==> src/rtl/int_ctrl_pkg.sv <==
// Shared definitions for the external interrupt controller: FSM states,
// default bus register map and the Cause-code helper.
package int_ctrl_pkg;

  typedef enum logic [1:0] {
    IDLE = 2'd0,
    REQ  = 2'd1,
    SVC  = 2'd2
  } state_t;

  localparam logic [31:0] CAUSE_SYSCALL    = 32'd8;
  localparam logic [31:0] CAUSE_BASE_DEF   = 32'd16;
  localparam logic [31:0] VEC_ADDR_DEF     = 32'h0000_040C;
  localparam logic [31:0] EN_ADDR_DEF      = 32'hFFFF_FF00;
  localparam logic [31:0] CLR_ADDR_DEF     = 32'hFFFF_FF04;
  localparam logic [31:0] EOI_ADDR_DEF     = 32'hFFFF_FF08;
  localparam logic [1:0]  MEMWRITE_WORD    = 2'd1;

  function automatic logic [31:0] cause_code(input logic [31:0] base, input logic [3:0] idx);
    cause_code = base + {28'd0, idx};
  endfunction

endpackage

==> src/rtl/int_ctrl_sync_edge.sv <==
// Two-flop synchroniser for one asynchronous IRQ line followed by a
// registered rising-edge pulse.
module int_sync_edge (
  input  logic clk,
  input  logic rst,
  input  logic async_in,
  output logic pulse
);

  logic s1, s2, s3;

  always_ff @(posedge clk) begin
    if (rst) begin
      s1    <= 1'b0;
      s2    <= 1'b0;
      s3    <= 1'b0;
      pulse <= 1'b0;
    end else begin
      s1    <= async_in;
      s2    <= s1;
      s3    <= s2;
      pulse <= s2 & ~s3;
    end
  end

endmodule

==> src/rtl/int_ctrl.sv <==
// External interrupt controller: latches IRQ edges, picks the highest-priority
// enabled source and handshakes with the CPU by snooping its bus traffic.
module int_ctrl
  import int_ctrl_pkg::*;
#(
  parameter int          N_IRQ      = 8,
  parameter logic [31:0] CAUSE_BASE = CAUSE_BASE_DEF,
  parameter logic [31:0] VEC_ADDR   = VEC_ADDR_DEF,
  parameter logic [31:0] EN_ADDR    = EN_ADDR_DEF,
  parameter logic [31:0] CLR_ADDR   = CLR_ADDR_DEF,
  parameter logic [31:0] EOI_ADDR   = EOI_ADDR_DEF
) (
  input  logic             clk,
  input  logic             rst,
  input  logic [N_IRQ-1:0] irq,
  input  logic             Memread,
  input  logic [1:0]       Memwrite,
  input  logic [31:0]      Addr,
  input  logic [31:0]      BUS,
  output logic             INTin,
  output logic [31:0]      INTnum
);

  function automatic logic [3:0] prio_sel(input logic [N_IRQ-1:0] v);
    prio_sel = 4'd0;
    for (int i = N_IRQ - 1; i >= 0; i--) begin
      if (v[i]) prio_sel = i[3:0];
    end
  endfunction

  logic [N_IRQ-1:0] edges;
  logic [N_IRQ-1:0] pending, pending_nxt;
  logic [N_IRQ-1:0] enable, enable_nxt;
  logic [N_IRQ-1:0] active, sel_mask;
  logic [3:0]       sel, sel_held, sel_held_nxt;
  logic             valid, ack;
  logic             word_wr, en_wr, clr_wr, eoi_wr, vec_rd;
  logic             intin_nxt;
  logic [31:0]      intnum_nxt;
  state_t           state, state_nxt;
  logic             unused_bits;

  for (genvar g = 0; g < N_IRQ; g++) begin : g_sync
    int_sync_edge u_sync (
      .clk      (clk),
      .rst      (rst),
      .async_in (irq[g]),
      .pulse    (edges[g])
    );
  end

  assign word_wr  = (Memwrite == MEMWRITE_WORD);
  assign en_wr    = word_wr && (Addr == EN_ADDR);
  assign clr_wr   = word_wr && (Addr == CLR_ADDR);
  assign eoi_wr   = word_wr && (Addr == EOI_ADDR);
  assign vec_rd   = Memread && (Addr == VEC_ADDR);
  assign ack      = (state == REQ) && vec_rd;

  assign active   = pending & enable;
  assign valid    = |active;
  assign sel      = prio_sel(active);
  assign sel_mask = N_IRQ'(1) << sel_held;

  assign unused_bits = ^{BUS, CAUSE_SYSCALL};

  // New edges are OR-ed in last so a same-cycle set beats any clear.
  always_comb begin
    enable_nxt  = en_wr ? BUS[N_IRQ-1:0] : enable;
    pending_nxt = pending;
    if (clr_wr) pending_nxt = pending_nxt & ~BUS[N_IRQ-1:0];
    if (ack)    pending_nxt = pending_nxt & ~sel_mask;
    pending_nxt = pending_nxt | edges;
  end

  always_comb begin
    state_nxt    = state;
    intin_nxt    = INTin;
    intnum_nxt   = INTnum;
    sel_held_nxt = sel_held;
    case (state)
      IDLE: begin
        if (valid) begin
          state_nxt    = REQ;
          intin_nxt    = 1'b1;
          intnum_nxt   = cause_code(CAUSE_BASE, sel);
          sel_held_nxt = sel;
        end
      end
      REQ: begin
        if (ack) begin
          state_nxt = SVC;
          intin_nxt = 1'b0;
        end else if ((pending_nxt & enable_nxt & sel_mask) == '0) begin
          state_nxt = IDLE;
          intin_nxt = 1'b0;
        end
      end
      SVC: begin
        intin_nxt = 1'b0;
        if (eoi_wr) state_nxt = IDLE;
      end
      default: begin
        state_nxt = IDLE;
        intin_nxt = 1'b0;
      end
    endcase
  end

  always_ff @(posedge clk) begin
    if (rst) begin
      state    <= IDLE;
      INTin    <= 1'b0;
      INTnum   <= 32'd0;
      sel_held <= 4'd0;
      pending  <= '0;
      enable   <= '0;
    end else begin
      state    <= state_nxt;
      INTin    <= intin_nxt;
      INTnum   <= intnum_nxt;
      sel_held <= sel_held_nxt;
      pending  <= pending_nxt;
      enable   <= enable_nxt;
    end
  end

endmodule

==> config.mk <==
export PLATFORM = sky130hd
export DESIGN_NAME = int_ctrl
export DESIGN_NICKNAME = d
export VERILOG_FILES = /design/src/rtl/int_ctrl_pkg.sv /design/src/rtl/int_ctrl_sync_edge.sv /design/src/rtl/int_ctrl.sv
export SDC_FILE = /design/constraint.sdc
export NUM_CORES = 1
export LEC_CHECK = 0
export CORE_MARGIN = 2
export CORE_UTILIZATION = 42
export DETAILED_ROUTE_END_ITERATION = 16
export PLACE_DENSITY = 0.8
export SLEW_MARGIN = 30
export SYNTH_ARGS = -nofsm -noshare
export SYNTH_HDL_FRONTEND = slang
export SYNTH_SLANG_ARGS = --single-unit
==> constraint.sdc <==
create_clock -name clk -period 4.1 [get_ports clk]
set_input_delay 1.025 -clock clk [delete_from_list [all_inputs] [get_ports clk]]
set_output_delay 1.025 -clock clk [all_outputs]
set_load 0.02 [all_outputs]
==> summary.md, run 1 <==
| Metric | Value |
|---|---|
| Cell count after synthesis | 278 |
| Metal3 WL | 446 µm |
| Area contributors post-synth | dfxtp_1 44%, nor2b_1 10%, buf_4 8.3%, nor2_1 3.4%, a21oi_1 2.8% |
| TritonCTS clock tree | done |
| CP top delay family | simple AND/OR/NAND/NOR gates |
| Status | finished, final reports clean |
| Power Dens Cells | 298 mW/mm² |
| Hold slack | 0.388 ns |
| Unrepaired setup endpoints after global routing | false |
| Layout cells sized above 1 | about 8.8% |
| Top_reg_cell synth | dfxtp_1 |
| Unique masters post-synth | 44 |
| Peak VDD IR | 0.251 mV |
| Die ar. | 0.00666 mm² |
| Post-Layout Cell Count | 415 |
| Number of flops mapped to enable cells by yosys | 0 |
| Quantity of hold-fixing buffers added after cts | 0 |
| Setup crit end kind | flop |
| Vias in the first global route | 1,976 |
| Detailed Route WL | between 5000 and 6000 µm |
| Slowest stage delay, CP | 0.66 ns |
| Clock sinks | 55 |
| H-tree depth | 2 |
| Mean Syn Cell Area | just over 9 µm² |
| Die height | roughly 82 µm |
| Critical path arrival | 3.95 ns |
| Later-pin clock latency in the skew report | approximately 0.30 ns |
| Leakage power | 1.23 nW |
| Hold Path Class | reg2reg |
| Slew Limit Fails | 0 |
| Met1 WL | 2140 µm |
| Port bufs | 57 |
| Routed len/inst | roughly 13 µm |
| Total gr overflow | 0 |
| Post-CTS sizing | 0 |
| Root buffer cell | clkbuf_8 |
| ANT cells | 0 |
| # setup viols final | 0 |
| Vias after detailed routing | 2,120 |
| Final antenna-violating net count | 0 |
| Area delta synth->final | 26.1% |
| First-pass GRT wire length | 8630 µm |
| Placer Congestion | roughly 0.84 |
| Top-area cell type share of the netlist area | 43.5% |
| CP cell instances | clkdlybuf4s50_1, nand4_1, or3_4, or4b_1, mux2i_1, or3_1, o2111ai_2, o21ai_1, a2111oi_1 |
| WP data required | roughly 4.3 ns |
| Initial Utilization | 43.0% |
| Nets | 417 |
| Clk slew on worst S/H paths | 0.09 ns |
| Max Fclk | 266 MHz |
| Top Ports | 110 |
| Tmin final | between 3 and 4 ns |
| Clock buffer count from CTS | 5 |
| Crit-path slowest cell | or4b_1 |
| Uppermost layer routed | met4 |
| Max-cap viol count | 0 |
| Synthesized cell area | around 0.0025 mm² |
| Dpl cells | 408 |
| Detail Route met2 WL | between 2000 and 3000 µm |
| Post-CTS setup repair buffer count | 0 |
| Core ar. | 0.00589 mm² |
| DR iter-0 viols | 113 |
| Num rows | 28 |
| Initial antenna violation count | 0 |
| Syn. warnings | 0 |
| Skew final | 0.00297 ns |
| Synth area leader | dfxtp_1 |
| Final Cycle Share | between 90 and 100% |
| WP buf/inv | 1 |
| Critical path type | in2reg |
| Setup_tns | 0 ns |
| Gr usage total | 16.7% |
| DR pass1 iterations | 5 |
| Async S/R FF share, synth | 0% |
| Number of synthesized register bits | 55 |
| Chip width | about 82 µm |
| Final Hold Viols | 0 |
| CTS Buffer Depth | 2 |
| Critical path fanouts, max | 4 |
| Seq/Total Area, Yosys | between 40% and 50% |
| Largest net degree at the start of global routing | 30 |
| Dpl hpwl | 4010 µm |
| # DRC | 0 |
| Routed vias/inst | 5.11 |
| Core Util, Final | a little over half |
| Critical Path Source Type | input port |
-- synth_stat cells, types with 3 or more instances --
library cell	n
dfxtp_1	55
nor2b_1	41
buf_4	28
nor2_1	23
nand2_1	18
a21oi_1	14
clkbuf_1	8
inv_1	7
nand4_1	7
a31oi_1	6
nor4_1	6
nor3_1	5
nand3_1	4
o211ai_2	4
a211oi_1	3
a22oi_1	3
and4_1	3
mux2_2	3
mux2i_1	3
nand2b_1	3
nand3b_1	3
nor4_2	3
o211ai_1	3
-- report_power, final --
part	leakage (nW)	internal [mW]	switching, mW
sequential	0.448	0.548	0.00597
combinational	0.734	0.0563	0.0496
clock	0.0446	0.120	0.170
-- worst paths after layout --
path                        from                      to  slack [ns]  cells after the start
min          g_sync[0].u_sync.s3  g_sync[0].u_sync.pulse        0.39                      1
max                     Addr[29]                   INTin        0.34                      9
min reg2reg  g_sync[0].u_sync.s3  g_sync[0].u_sync.pulse        0.39                      1
max reg2reg          sel_held[1]                   INTin        1.71                      8
-- layer usage --
layer | GRT usage [%] | up-vias
met2 | 29.9 | 92
met4 | 6.50 | 0
met1 | 18.7 | 973
met3 | 4.73 | 12
met5 | 0 | -
li1 | - | 1043
-- flip-flops by register name, indices dropped and copies added (netlist names) --
name,flops
state,2
pending,8
g_sync.u_sync.s1,8
g_sync.u_sync.s3,8
sel_held,2
INTin,1
g_sync.u_sync.pulse,8
INTnum,2
g_sync.u_sync.s2,8
enable,8
-- cells by family after synthesis --
kind of cell	after synthesis	synth area share (%)
AND/OR/NAND/NOR	122	27.5
flip-flops	55	43.5
multiplexers	8	3.71
AO/OA/AOI/OAI	48	14.1
other	1	0.148
buffers and inverters	44	11.0
-- stage by stage --
stage / cell area, µm² / worst slack (ns) / power (mW)
detailed placement: 3100 / 0.104 / 0.672
CTS: 3190 / 0.360 / 0.959
global placement: 3100 / 0.119 / 0.670
floorplan: 2630 / 0.754 / 0.630
global route: 3190 / 0.220 / 0.994
finish: 3190 / 0.345 / 0.950
-- placed cells by master, fill, tap and decap left out, types with 4 or more instances in the layout --
cell type	n
o211ai_2	4
nor3_1	5
a31oi_1	6
conb_1	28
buf_4	8
clkbuf_8	5
nand4_1	7
a21oi_1	14
nor2_1	23
inv_1	7
nor2b_1	41
dfxtp_1	55
nand2_1	18
clkdlybuf4s50_1	57
nand3_1	4
nor4_1	6
-- final cells by class --
type / instances / area (µm²)
Clock buffer: 5 / 68.8
Clock inverter: 2 / 17.5
Fill cell: 556 / 2700
Inverter: 7 / 26.3
Multi-Input combinational cell: 206 / 1250
Sequential cell: 55 / 1100
Tap cell: 75 / 93.8
Timing Repair Buffer: 65 / 631
Note: power is estimated with default switching activity, not from simulation.
==> inputs of run 2 (changes only) <==
--- a/config.mk
+++ b/config.mk
@@ -9,6 +9,7 @@
 export CORE_UTILIZATION = 42
 export DETAILED_ROUTE_END_ITERATION = 16
 export PLACE_DENSITY = 0.8
+export SETUP_SLACK_MARGIN = 0.1
 export SLEW_MARGIN = 30
 export SYNTH_ARGS = -nofsm -noshare
 export SYNTH_HDL_FRONTEND = slang
==> results of run 2 <==
The final DEF is identical to that of run 1; final timing and power are the same.
